## src/rtl/lsu_multicycle.sv

```systemverilog
// lsu_multicycle: load/store unit with valid/ready request/response, req/ack memory
// handshake, lane steering with byte enables, misalignment detection and ack timeout.
module lsu_multicycle #(
    parameter int ADDR_W  = 32,
    parameter int DATA_W  = 32,
    parameter int TIMEOUT = 15
) (
    input  logic                clock,
    input  logic                reset,
    input  logic                req_valid,
    output logic                req_ready,
    input  logic                req_write,
    input  logic [1:0]          req_size,
    input  logic                req_signed,
    input  logic [ADDR_W-1:0]   req_addr,
    input  logic [DATA_W-1:0]   req_wdata,
    output logic                resp_valid,
    input  logic                resp_ready,
    output logic [DATA_W-1:0]   resp_rdata,
    output logic [1:0]          resp_err,
    output logic                mem_req,
    output logic                mem_we,
    output logic [ADDR_W-1:0]   mem_addr,
    output logic [DATA_W/8-1:0] mem_be,
    output logic [DATA_W-1:0]   mem_wdata,
    input  logic                mem_ack,
    input  logic [DATA_W-1:0]   mem_rdata
);
    localparam int NB = DATA_W / 8;
    localparam int OW = $clog2(NB);
    localparam int CW = TIMEOUT > 0 ? $clog2(TIMEOUT + 1) : 1;

    typedef enum logic [1:0] {IDLE, MEM, RESP} state_t;

    state_t          state, state_nx;
    logic [OW-1:0]   off, off_q;
    logic [1:0]      size_q;
    logic            sgn_q;
    logic [CW-1:0]   cnt;
    logic            accept, bad, ack, tmo, lsign;
    logic [DATA_W-1:0] wmask, lane, lmask, ldata;

    assign req_ready = state == IDLE;
    assign accept    = req_valid && req_ready;
    assign off       = req_addr[OW-1:0];
    assign bad       = |(off & OW'((1 << req_size) - 1)) || (DATA_W == 32 && req_size == 2'b11);
    assign ack       = state == MEM && mem_ack;
    // Firing one count early makes mem_req high for exactly TIMEOUT cycles.
    assign tmo       = TIMEOUT != 0 && state == MEM && cnt == CW'(TIMEOUT - 1);
    assign wmask     = ~({DATA_W{1'b1}} << (8 << req_size));

    always_comb begin
        lane  = mem_rdata >> {off_q, 3'b000};
        lmask = ~({DATA_W{1'b1}} << (8 << size_q));
        lsign = sgn_q & |(lane & lmask & ~(lmask >> 1));
        ldata = (lane & lmask) | ({DATA_W{lsign}} & ~lmask);
    end

    always_comb begin
        state_nx = state;
        if (state == IDLE && accept) state_nx = bad ? RESP : MEM;
        else if (state == MEM && (ack || tmo)) state_nx = RESP;
        else if (state == RESP && resp_ready) state_nx = IDLE;
    end

    always_ff @(posedge clock or negedge reset) begin
        if (!reset) state <= IDLE;
        else state <= state_nx;
    end

    always_ff @(posedge clock or negedge reset) begin
        if (!reset) begin
            off_q      <= '0;
            size_q     <= '0;
            sgn_q      <= 1'b0;
            cnt        <= '0;
            mem_req    <= 1'b0;
            mem_we     <= 1'b0;
            mem_addr   <= '0;
            mem_be     <= '0;
            mem_wdata  <= '0;
            resp_valid <= 1'b0;
            resp_rdata <= '0;
            resp_err   <= 2'b00;
        end else begin
            if (accept) begin
                off_q      <= off;
                size_q     <= req_size;
                sgn_q      <= req_signed;
                cnt        <= '0;
                resp_valid <= bad;
                resp_err   <= bad ? 2'b01 : 2'b00;
                resp_rdata <= '0;
                mem_req    <= !bad;
                if (!bad) begin
                    mem_we    <= req_write;
                    mem_addr  <= {req_addr[ADDR_W-1:OW], OW'(0)};
                    mem_be    <= ~({NB{1'b1}} << (1 << req_size)) << off;
                    mem_wdata <= (req_wdata & wmask) << {off, 3'b000};
                end
            end
            if (state == MEM) begin
                cnt <= cnt + 1'b1;
                if (ack || tmo) begin
                    mem_req    <= 1'b0;
                    resp_valid <= 1'b1;
                    resp_err   <= ack ? 2'b00 : 2'b10;
                    resp_rdata <= (ack && !mem_we) ? ldata : '0;
                end
            end
            if (state == RESP && resp_ready) resp_valid <= 1'b0;
        end
    end
endmodule
```

## config.mk

```make
export PLATFORM = sky130hd
export DESIGN_NAME = lsu_multicycle
export DESIGN_NICKNAME = d
export VERILOG_FILES = /design/src/rtl/lsu_multicycle.sv
export SDC_FILE = /design/constraint.sdc
export NUM_CORES = 1
export LEC_CHECK = 0
export ABC_AREA = 1
export CELL_PAD_IN_SITES_DETAIL_PLACEMENT = 0
export CELL_PAD_IN_SITES_GLOBAL_PLACEMENT = 1
export CORE_UTILIZATION = 34
export CTS_CLUSTER_DIAMETER = 30
export CTS_CLUSTER_SIZE = 12
export DETAILED_ROUTE_END_ITERATION = 7
export MAX_ROUTING_LAYER = met4
export PLACE_DENSITY_LB_ADDON = 0.05
export SETUP_SLACK_MARGIN = 0.2
export SYNTH_ARGS = -nofsm -noshare
export SYNTH_HDL_FRONTEND = slang
export SYNTH_SLANG_ARGS = --single-unit
export TNS_END_PERCENT = 5
```

## constraint.sdc

```tcl
create_clock -name clock -period 3.58 [get_ports clock]
set_input_delay 1.074 -clock clock [delete_from_list [all_inputs] [get_ports clock]]
set_output_delay 1.074 -clock clock [all_outputs]
set_load 0.02 [all_outputs]
```

---- Yosys cells after proc, flatten, opt, wreduce, memory -nomap -nowiden ----
Index checks and enable logic that the tools add are counted.
word-level totals
  register bits ........................... 114
  bits of input ports ..................... 105
  word-level logic and storage cells ...... 80
cells by class
  $add $sub $neg .......................... 2
  equality and inequality tests ........... 4
  shift-type cells ........................ 9
  multiplexer cells ....................... 22
  bitwise gates (word level) .............. 13
  reduce and logical (&&, ||, !) cells .... 17
operators by type and width
  operator                                              number
  bitwise AND 32 bit                                    4
  two-way mux 32 bit                                    4
  inverter 32 bit                                       3
  << shifter 32 x 32 -> 32 bit (first input constant)   2
  << shifter 4 x 2 -> 32 bit (first input constant)     2
  inverter 31 -> 32 bit                                 1
  bitwise OR 32 bit                                     1
  OR reduction 32 bit                                   1
  << shifter 1 x 2 -> 32 bit (first input constant)     1
  << shifter 32 x 5 -> 32 bit                           1
  << shifter 4 x 32 -> 4 bit (first input constant)     1
  right shift 32 x 5 -> 32 bit                          1
  two-way mux 2 bit                                     8
  two-way mux 1 bit                                     8
  two-way mux 4 bit                                     2
  logical AND 1 bit                                     7
  adder 4 x 1 -> 4 bit (second input constant)          1
  equality test 2 bit (second input constant)           2
  equality test 4 bit (second input constant)           1
  inverter 4 bit                                        1
  << shifter 4 x 2 -> 4 bit                             1
  nonzero test 3 bit                                    1
  bitwise AND 2 bit                                     1
  equality test 2 x 1 -> 1 bit (second input constant)  1
  other kinds (9)                                       11

---- Depth between registers and ports, before layout ----
Gate-level depths: netlist of run 1.
  word-level depth ........................ 12
  gate-level depth with buffers ........... 10
  depth with buffers taken out ............ 9

---- Least setup slack after synthesis of run 1 ----
OpenSTA, ideal clock, no wires.
  path type ............................... input port to flip-flop
  start ................................... input req_addr[1]
  end ..................................... register mem_wdata[0]
  setup time .............................. 0.117 ns
  data arrival time ....................... 1.955 ns
  path slack .............................. 1.507 ns
  stages on the path ...................... 8
  path buffers ............................ 2
  path through ............................ inv_2 nand2_1 a21oi_2 nand2_2 buf_4 buf_2 nand2_1 nand2_1
between the ends
  word-level cells in the longest chain between the ends .. 5
  elaborated cells between the ends (all ways) .. 6
  those cells by class .................... shift: 1; bitwise: 2; reduce/logical: 3
RTL lines
  element                                                              line  RTL
  start, declared                                                      15    input logic [ADDR_W-1:0] req_addr,
  branches (longest 5 deep; another with << shifter 32 x 5 -> 32 bit)  n/a
  end signal, assigned                                                 99    mem_wdata <= (req_wdata & wmask) << {off, 3'b000};
  end, declared                                                        25    output logic [DATA_W-1:0] mem_wdata,
Parallel ways; which one is timed is not known.
A chain may end at the register's enable or synchronous reset.

---- Worst setup path in the final report of run 1 ----
  start ................................... register state[0]
  end ..................................... output req_ready
between the ends
  word-level cells in the longest chain between the ends .. 1
RTL lines
  element                 line  RTL
  start, declared         35    state_t state, state_nx;
  start signal, assigned  68    else state <= state_nx;
  logical NOT 2 bit       43    assign req_ready = state == IDLE;
  end, declared           11    output logic req_ready,
No other way between the ends.

==> key figures, run 1 <==
Timing
  – Setup ws final: 0.855 ns
  – Worst Tran Pin Value: 0.781 ns
  – Setup TNS: 0 ns
  – Tcrit/Tclk final: 0.761
  – Final hold vios: 0
  – Max-slew headroom: 0.477
  – Minimum clock period: 2.73 ns
  – Max Fclk: 367 MHz
  – Worst Skew: 0.00852 ns
  – RSZ-0062 raised after global routing: no
  – Setup violators final: 0
  – Final Max Slew Viols: 0

Logic synthesis
  – Seq/Total Area, Yosys: 0.523
  – Adder-cell share of the synthesized area: 0.00458
  – Mapped Cells: 694
  – Syn avg cell area: 7.87 um^2
  – Synth Cell Area: 0.00546 mm^2
  – Xor/xnor share of the synthesized area: 0.00160
  – YS warnings: 0
  – Synth Area in Compound Gates: 0.132
  – Fraction of the mapped netlist area in simple logic gates: 0.278
  – Unique masters post-synth: 34
  – Largest family of logic cells by synthesized area: simple AND/OR/NAND/NOR gates
  – Mux share of post-synthesis cell area: 0.00183
  – Seq cells post-synth: 114

Pwr
  – Leak Pwr: 4.03 nW
  – VDD IR-drop max: 378 uV
  – Power Density: 856 mW/mm^2

Worst setup path
  – Crit path cell chain: nor2_1 -> clkdlybuf4s50_1
  – Crit path buffers/inverters: 1
  – RR Startpoint: off_q[0]
  – CP max FO: 4
  – Slowest Stage Delay on Critical Path: 0.64 ns
  – Top delay family on crit path: buffers and inverters
  – Kind of critical path: reg2out
  – CP arrival: 1.65 ns
  – Reg-to-Reg End: resp_rdata[17]
  – Slowest-stage cell, CP: clkdlybuf4s50_1
  – Reg2reg setup slack: 1.33 ns
  – CP Capture Type: primary output
  – Required @ worst endpoint: 2.51 ns
  – CP startpoint kind: flop
  – Cell count of the worst reg-to-reg path: 9

Floorplan
  – Ports: 211
  – Initial Util: 0.354
  – Chip Width: 129 um
  – Die H: 129 um
  – Row cnt: 45
  – DIE AREA: 0.0166 mm^2
  – Core ar.: 0.0154 mm^2

Min path
  – Worst hold start: mem_addr[21]
  – HP Class: reg2reg
  – Hold endpoint: mem_addr[21]
  – WHS Path Cells: 2

Global route
  – Largest net degree at the start of global routing: 54
  – Gr usage total: 0.224
  – First-pass GRT wire length: 27300 um
  – Initial antenna violation count: 0
  – Remaining Overflow, GRT: 0
  – Vias in the first global route: 5325

Flow run
  – Max-capacitance violation count: 0

Clock tree
  – Total setup buffers inserted after CTS: 0
  – Worst-path clk slew: 0.05 ns
  – CTS tree: yes
  – CTS resizes: 0
  – Clock tree buffer depth: 2
  – Root Buffer Master: clkbuf_16
  – Clock Latency Late Sink: 0.42 ns
  – H-tree depth: 4
  – Clock tree sinks: 114
  – Hold_buf cts: 0
  – CTS Buf Count: 17

Drt
  – DRC viols: 0
  – Post-route ant nets: 0
  – DR vias: 5426
  – Routed WL: 17400 um
  – Wire length per cell: 15.5 um
  – 1st-iter DRT viols: 348
  – Pre-Repair DR Iteration Count: 4
  – Via density: 4.83

Place
  – Final RePlAce weighted congestion: 0.844
  – Detailed Place HPWL: 12800 um
  – Pre-CTS setup slack: 0.496 ns
  – Buffers on Ports: 208

Finish
  – Commonest non-fill, non-tap cell in the layout: nand2_1
  – Most frequent cells in the layout: nand2_1 (306), clkdlybuf4s50_1 (207), dfrtp_1 (114), o21ai_0 (59), nand3_1 (47)
  – Area Overhead vs Synth: 53.5%
  – Final Net Count: 1008
  – Layout cells sized above 1: 0.0624
  – Ant. Diodes: 0

Status
  – Status: finished, final reports clean
==> Yosys cell counts <==
cell type	count	area (um^2)
clkinv_1	1	3.75
nand4_1	2	12.5
inv_1	30	113
o2111ai_1	1	8.76
clkbuf_1	15	56.3
dfrtp_1	114	2850
nor2_4	1	11.3
a22o_1	10	87.6
a311oi_1	8	70.1
a32o_1	1	10.0
nor2_2	2	12.5
inv_2	2	7.51
nand2_2	1	6.26
nand2_1	306	1150
a21oi_2	1	8.76
nor2_1	21	78.8
a21oi_1	10	50.1
o22ai_1	3	18.8
nor3_1	3	15.0
o211ai_1	6	45.0
o311ai_0	1	8.76
buf_2	17	85.1
mux2i_1	1	10.0
a21boi_0	1	7.51
xor2_1	1	8.76
o31ai_1	2	15.0
buf_4	5	37.5
o21ai_0	59	295
a22oi_1	8	60.1
ha_1	2	25.0
conb_1	1	3.75
o21ai_1	7	35.0
nand3_1	47	235
buf_1	4	15.0
==> flip-flops by register name, indices dropped and copies added (netlist names) <==
register and cells:
size_q 2, mem_we 1, off_q 2, mem_addr 30, resp_valid 1, mem_req 1, sgn_q 1, resp_rdata 32
cnt 4, mem_wdata 32, mem_be 4, resp_err 2, state 2
==> routing by layer <==
metal  routed length [um]  vias up  GRT usage
met5                    0        -          -
met4                  278        0     0.0699
met3                 1160       26     0.0590
met2                 8280      193      0.357
met1                 7650     2535      0.277
li1                     -     2672          -
==> layout make-up <==
type                    instances  area (um^2)
flip-flops and latches        114         2850
fillers                      1500         7050
repair buffers                228         2240
well taps                     211          264
inverters                      33          124
clock inverters                 9          130
clock buffers                  22          474
multi-input cells             507         2290
==> how the worst max path moves through the flow <==
stage                     slack [ns]  cells after the start            end         from
final                           0.85                      2      req_ready     state[0]
after detailed placement        0.50                      8   mem_wdata[4]    req_valid
after CTS                       0.84                      2      req_ready     state[0]
after global routing            0.76                      9   mem_wdata[5]  req_addr[1]
after floorplan                 1.51                      8   mem_wdata[0]  req_addr[1]
after global placement          0.55                      7  resp_rdata[2]    req_valid
==> where the power goes <==
part	internal, W	total, W	switching [W]	leakage [nW]
Sequential	0.00185	0.00220	0.000355	1.49
Clock	0.00114	0.00173	0.000591	0.296
Combinational	0.00142	0.00324	0.00181	2.25
==> cells by family (layout without fill, tap and decap cells) <==
family          Yosys count  count (layout)
compound gates          118             118
buf+inv                  74             292
simple gates            383             383
xor+xnor                  1               1
other cells               1               2
flops                   114             114
fa+ha+maj                 2               2
mux                       1               1
==> worst reg2reg max path, stage by stage (launching register included) <==
cell and delay (ns):
dfrtp_1 0.37, inv_1 0.52, nand2_1 0.17, a21oi_1 0.21, nand3_1 0.09, nand3_1 0.11
nand3_1 0.37, nand2_1 0.21, nand2_1 0.08, nand2_1 0.06
==> stage by stage <==
step | utilization | hold slack, ns | cell area, um^2 | power, W | cells
3_5_place_dp | 0.504 | 0.464 | 7770 | 0.00547 | 1093
4_1_cts | 0.543 | 0.479 | 8380 | 0.00723 | 1124
6_report | 0.543 | 0.473 | 8380 | 0.00717 | 1124
5_1_grt | 0.543 | 0.490 | 8380 | 0.00763 | 1124
3_3_place_gp | 0.504 | 0.456 | 7770 | 0.00544 | 1093
2_1_floorplan | - | 0.454 | 5460 | 0.00390 | 695
Power figures use the tool's default switching activity.
==> inputs of run 2 (changes only) <==
- CORE_UTILIZATION: 34 -> 31
- clock period: 3.58 -> 2.81 ns (I/O delays scaled with it)
==> run 2 against run 1 <==
Count of clock-buffer cells in the layout down 4. Power up 27%. Sequential share of layout area down 0.18 points. Final cell count up 1.4%. Via count up 0.68%. Cell area up 0.52%. Critical path depth unchanged. Core utilization down 5.4 points. Wire length up 3.8%. Clock power up 23%. First-iteration DRC count down 10%. Largest cell class unchanged.
==> key figures, run 2 (synthesis results as in run 1) <==
Pwr
  – Switching pwr: 0.00359 W (+30%)
  – Leak Pwr: 4.03 nW (about the same)
  – Sw frac: 0.395 (+0.00971)
  – Combinational Power Share: 0.456 (+0.005)
  – Power Density: 1080 mW/mm^2 (+26%)
  – Clk pwr share: 0.234 (-0.008)
  – VDD IR-drop max: 490 uV (+30%)
  – Design internal power: 0.00551 W (+25%)
  – Sequential Power Share: 0.310 (+0.003)

Finish
  – Area Overhead vs Synth: 54.3%
  – Final Net Count: 1009 (+0.099%)
  – Layout cells sized above 1: 0.0656 (+0.00314)
  – Ant. Diodes: 0 (unchanged)
  – Biggest registers after layout: mem_wdata: 32 flops, resp_rdata: 32 flops, mem_addr: 30 flops
  – Most frequent cells in the layout: nand2_1 (306), clkdlybuf4s50_1 (207), dfrtp_1 (114), o21ai_0 (59), nand3_1 (47)
  – Final design utilization: 0.489 (-0.0545)
  – Commonest non-fill, non-tap cell in the layout: nand2_1

Drt
  – Pre-Repair DR Iteration Count: 5 (+1)
  – Wire length per cell: 15.8 um (+2.4%)
  – 1st-iter DRT viols: 313 (-10%)
  – DRC viols: 0 (unchanged)
  – Post-route ant nets: 0 (unchanged)
  – DR vias: 5463 (+0.68%)
  – Routed WL: 18000 um (+3.8%)
  – Via density: 4.79 (-0.73%)

Floorplan
  – Chip Width: 135 um (+4.7%)
  – Die H: 135 um (+4.7%)
  – DIE AREA: 0.0181 mm^2 (+9.5%)
  – Ports: 211 (unchanged)
  – Initial Util: 0.317 (-0.0371)
  – Core ar.: 0.0172 mm^2 (+12%)
  – Row cnt: 48 (+6.7%)

Timing
  – Setup violators final: 0 (unchanged)
  – Max-slew headroom: 0.469 (-0.00839)
  – Worst Skew: 0.00733 ns (-0.00119 ns)
  – Minimum clock period: 2.45 ns
  – Setup TNS: 0 ns (unchanged)
  – Max Fclk: 409 MHz
  – RSZ-0062 raised after global routing: no
  – Final Max Slew Viols: 0 (unchanged)
  – Final hold vios: 0 (unchanged)
  – Worst Tran Pin Value: 0.794 ns (+0.0125 ns)
  – Tcrit/Tclk final: 0.870

Place
  – Detailed Place HPWL: 13400 um (+5.0%)
  – Final RePlAce weighted congestion: 0.833 (-1.4%)
  – Buffers on Ports: 208 (unchanged)

Clock tree
  – Worst-path clk slew: 0.06 ns (about the same)
  – CTS tree: yes
  – CTS Buf Count: 17 (unchanged)
  – Clock Latency Late Sink: 0.41 ns (about the same)
  – Total setup buffers inserted after CTS: 0 (unchanged)
  – Clock tree buffer depth: 2 (unchanged)
  – Hold_buf cts: 0 (unchanged)
  – CTS resizes: 0 (unchanged)
  – H-tree depth: 4 (unchanged)
  – Clock tree sinks: 114 (unchanged)
  – Root Buffer Master: clkbuf_16

Worst setup path
  – CP max FO: 4 (unchanged)
  – Crit path buffers/inverters: 1 (unchanged)
  – CP Capture Type: primary output
  – CP startpoint kind: flop
  – Required @ worst endpoint: 1.97 ns (-0.54 ns)
  – Reg-to-Reg End: resp_rdata[16]
  – RR Startpoint: off_q[0]
  – Reg2reg setup slack: 0.76 ns (-0.57 ns)
  – CP arrival: 1.60 ns (-0.05 ns)
  – Top delay family on crit path: buffers and inverters
  – Slowest Stage Delay on Critical Path: 0.63 ns (about the same)
  – Kind of critical path: reg2out
  – Crit path cell chain: nor2_1 -> clkdlybuf4s50_1
  – Cell count of the worst reg-to-reg path: 9 (unchanged)
  – Slowest-stage cell, CP: clkdlybuf4s50_1
  – WP depth: 2 (unchanged)

Min path
  – HP Class: in2async

Global route
  – Initial antenna violation count: 0 (unchanged)
  – Largest net degree at the start of global routing: 44 (-19%)
  – Gr usage total: 0.212 (-0.0113)
  – Vias in the first global route: 5576 (+4.7%)
  – First-pass GRT wire length: 28800 um (+5.5%)
  – Remaining Overflow, GRT: 0 (unchanged)

Status
  – Status: finished, final reports clean

Flow run
  – Max-capacitance violation count: 0 (unchanged)
[run 2: per-layer routing]
layer	up-vias	track usage	share of wire
met5	-	-	0
met4	0	0.0768	0.018
met3	25	0.0559	0.064
met2	176	0.341	0.49
met1	2581	0.257	0.43
li1	2681	-	-
[run 2: worst max-delay path by stage]
stage / from / end / slack (ns)
5_1_grt: state[0] / req_ready / 0.29
4_1_cts: state[0] / req_ready / 0.33
3_3_place_gp: mem_rdata[31] / resp_rdata[17] / 0.23
2_1_floorplan: req_addr[1] / mem_wdata[0] / 0.97
6_report: state[0] / req_ready / 0.36
3_5_place_dp: mem_rdata[31] / resp_rdata[16] / 0.18
[run 2: area by class of cell]
cell class	instances	area (um^2)
timing repair buffer	229	2290
inverter	33	124
tap	225	282
multi-input combinational	507	2290
clock inverter	14	156
sequential	114	2850
clock buffer	18	429
fill	1690	8810
[run 2: stage by stage]
stage	total power, W	instances	setup slack (ns)	instance area [um^2]	hold slack, ns
6_report	0.00909	1140	0.365	8420	0.412
5_1_grt	0.00967	1140	0.289	8420	0.449
4_1_cts	0.00921	1140	0.327	8420	0.424
3_5_place_dp	0.00703	1108	0.182	7840	0.466
3_3_place_gp	0.00699	1108	0.226	7840	0.457
2_1_floorplan	0.00497	695	0.968	5460	0.454
[run 2: power groups by stage]
stage	Sequential (W)	Combinational [W]	Clock (W)
after floorplan	0.00353	0.00144	0
after global placement	0.00284	0.00416	0
after detailed placement	0.00284	0.00418	0
after CTS	0.00283	0.00420	0.00217
after global routing	0.00291	0.00452	0.00224
final	0.00282	0.00415	0.00212
==> inputs of run 3 (changes only) <==
- CORE_MARGIN: unset -> 4
==> run 3 against run 2 <==
Cell area about the same. Worst hold slack got worse by 0.00093 ns. Via count increased by 0.66%. Clock skew increased by 0.0014 ns. Combinational power about the same. Global-route usage decreased by 1.7 points. Critical path depth unchanged. Sequential share of layout area about the same. Wire length increased by 3.8%. Die area increased by 9.1%. Clock power about the same. Power increased by 0.45%. Critical endpoint unchanged. Largest cell class unchanged.
==> key figures, run 3 (synthesis results as in run 1) <==
Worst setup path
  – Slowest-stage cell, CP: clkdlybuf4s50_1
  – CP max FO: 4 (unchanged)
  – Required @ worst endpoint: 1.97 ns (about the same)
  – CP arrival: 1.62 ns (+0.02 ns)
  – Reg-to-Reg End: resp_rdata[22]
  – Kind of critical path: reg2out
  – Crit path buffers/inverters: 1 (unchanged)
  – Crit path cell chain: nor2_1 -> clkdlybuf4s50_1
  – Reg2reg setup slack: 0.88 ns (+0.12 ns)
  – CP startpoint kind: flop
  – CP Capture Type: primary output
  – Cell count of the worst reg-to-reg path: 8 (-1)
  – Top delay family on crit path: buffers and inverters
  – RR Startpoint: off_q[0]
  – Slowest Stage Delay on Critical Path: 0.64 ns (about the same)

Finish
  – Ant. Diodes: 0 (unchanged)
  – Fin area: 0.00843 mm^2 (about the same)
  – Commonest non-fill, non-tap cell in the layout: nand2_1
  – Area Overhead vs Synth: 54.4% (about the same)
  – # fillers: 1685 (-0.30%)
  – Final Net Count: 1010 (+0.099%)
  – Biggest registers after layout: mem_wdata: 32 flops, resp_rdata: 32 flops, mem_addr: 30 flops
  – Final design utilization: 0.487 (-0.00133)
  – Multi-input gate area: 0.00229 mm^2 (unchanged)
  – Register Area: 0.00285 mm^2 (unchanged)
  – Most frequent cells in the layout: nand2_1 (306), clkdlybuf4s50_1 (207), dfrtp_1 (114), o21ai_0 (59), nand3_1 (47)
  – Layout cells sized above 1: 0.0666 (+0.00102)

Place
  – Final RePlAce weighted congestion: 0.872 (+4.7%)
  – Detailed Place HPWL: 13800 um (+3.0%)
  – Buffers on Ports: 208 (unchanged)
  – DP Area: 0.00785 mm^2 (about the same)

Drt
  – 1st-iter DRT viols: 383 (+22%)
  – Routed WL: 18700 um (+3.8%)
  – DR vias: 5499 (+0.66%)
  – Pre-Repair DR Iteration Count: 5 (unchanged)
  – Post-route ant nets: 0 (unchanged)
  – Wire length per cell: 16.4 um (+3.8%)
  – Via density: 4.82 (+0.57%)
  – DRC viols: 0 (unchanged)

Timing
  – Minimum clock period: 2.47 ns (+0.0199 ns)
  – Worst Skew: 0.00870 ns (+0.00137 ns)
  – Hold_ws: 0.412 ns (-0.000925 ns)
  – Max-slew headroom: 0.460 (-0.00915)
  – Final Max Slew Viols: 0 (unchanged)
  – Setup TNS: 0 ns (unchanged)
  – Setup violators final: 0 (unchanged)
  – RSZ-0062 raised after global routing: no
  – Tcrit/Tclk final: 0.877 (+0.00708)
  – Final hold vios: 0 (unchanged)
  – Worst Tran Pin Value: 0.807 ns (+0.0137 ns)
  – Max Fclk: 406 MHz (-0.81%)

Clock tree
  – CTS resizes: 0 (unchanged)
  – Clock tree sinks: 114 (unchanged)
  – Hold_buf cts: 0 (unchanged)
  – Clock Latency Late Sink: 0.42 ns (about the same)
  – Clock tree buffer depth: 2 (unchanged)
  – CTS tree: yes
  – Total setup buffers inserted after CTS: 0 (unchanged)
  – CTS Buf Count: 17 (unchanged)
  – Worst-path clk slew: 0.06 ns (about the same)
  – Root Buffer Master: clkbuf_16
  – H-tree depth: 4 (unchanged)

Floorplan
  – DIE AREA: 0.0198 mm^2 (+9.1%)
  – Chip Width: 141 um (+4.5%)
  – Row cnt: 48 (unchanged)
  – Core ar.: 0.0173 mm^2 (+0.35%)
  – Die H: 141 um (+4.5%)
  – Initial Util: 0.316 (-0.00110)
  – Ports: 211 (unchanged)

Pwr
  – Leak Pwr: 4.03 nW (about the same)
  – Design Power: 0.00914 W (+0.45%)
  – VDD IR-drop max: 568 uV (+16%)
  – Power Density: 1080 mW/mm^2 (+0.37%)

Global route
  – Vias in the first global route: 5589 (+0.23%)
  – Remaining Overflow, GRT: 0 (unchanged)
  – Initial antenna violation count: 0 (unchanged)
  – Gr usage total: 0.195 (-0.0171)
  – Largest net degree at the start of global routing: 41 (-6.8%)
  – First-pass GRT wire length: 29800 um (+3.5%)

Min path
  – HP Class: in2async

Status
  – Status: finished, final reports clean

Flow run
  – Max-capacitance violation count: 0 (unchanged)
## run 3: power by group
part / internal (W) / total [W] / switching [W] / leakage (nW)
clock: 0.00131 / 0.00213 / 0.000814 / 0.270
combinational: 0.00184 / 0.00418 / 0.00234 / 2.27
sequential: 0.00235 / 0.00283 / 0.000478 / 1.49
## run 3: stage by stage
stage,setup slack [ns],instances
5_1_grt,0.254,1141
2_1_floorplan,0.968,695
3_5_place_dp,0.201,1109
3_3_place_gp,0.256,1109
4_1_cts,0.308,1141
6_report,0.345,1141
## run 3: cell type report
cell class / count / area share
clock buffers: 18 / 0.0509
inverters: 33 / 0.0147
clock inverters: 14 / 0.0184
multi-input cells: 507 / 0.272
well taps: 225 / 0.0334
repair buffers: 230 / 0.272
flip-flops and latches: 114 / 0.338
## run 3: worst max path at each step
stage | start | to | slack [ns] | cells past startpoint
after floorplan | req_addr[1] | mem_wdata[0] | 0.97 | 8
after global placement | req_size[0] | mem_wdata[6] | 0.26 | 9
after detailed placement | req_size[0] | mem_wdata[0] | 0.20 | 9
after CTS | state[0] | req_ready | 0.31 | 2
after global routing | state[1] | req_ready | 0.25 | 2
final | state[0] | req_ready | 0.34 | 2
## run 3: per-layer routing
layer | global-route usage | wire length [um] | vias to the layer above
met3 | 0.0451 | 1290 | 26
met4 | 0.0648 | 364 | 0
met5 | - | 0 | -
met1 | 0.252 | 8320 | 2573
met2 | 0.305 | 8760 | 221
li1 | - | - | 2679
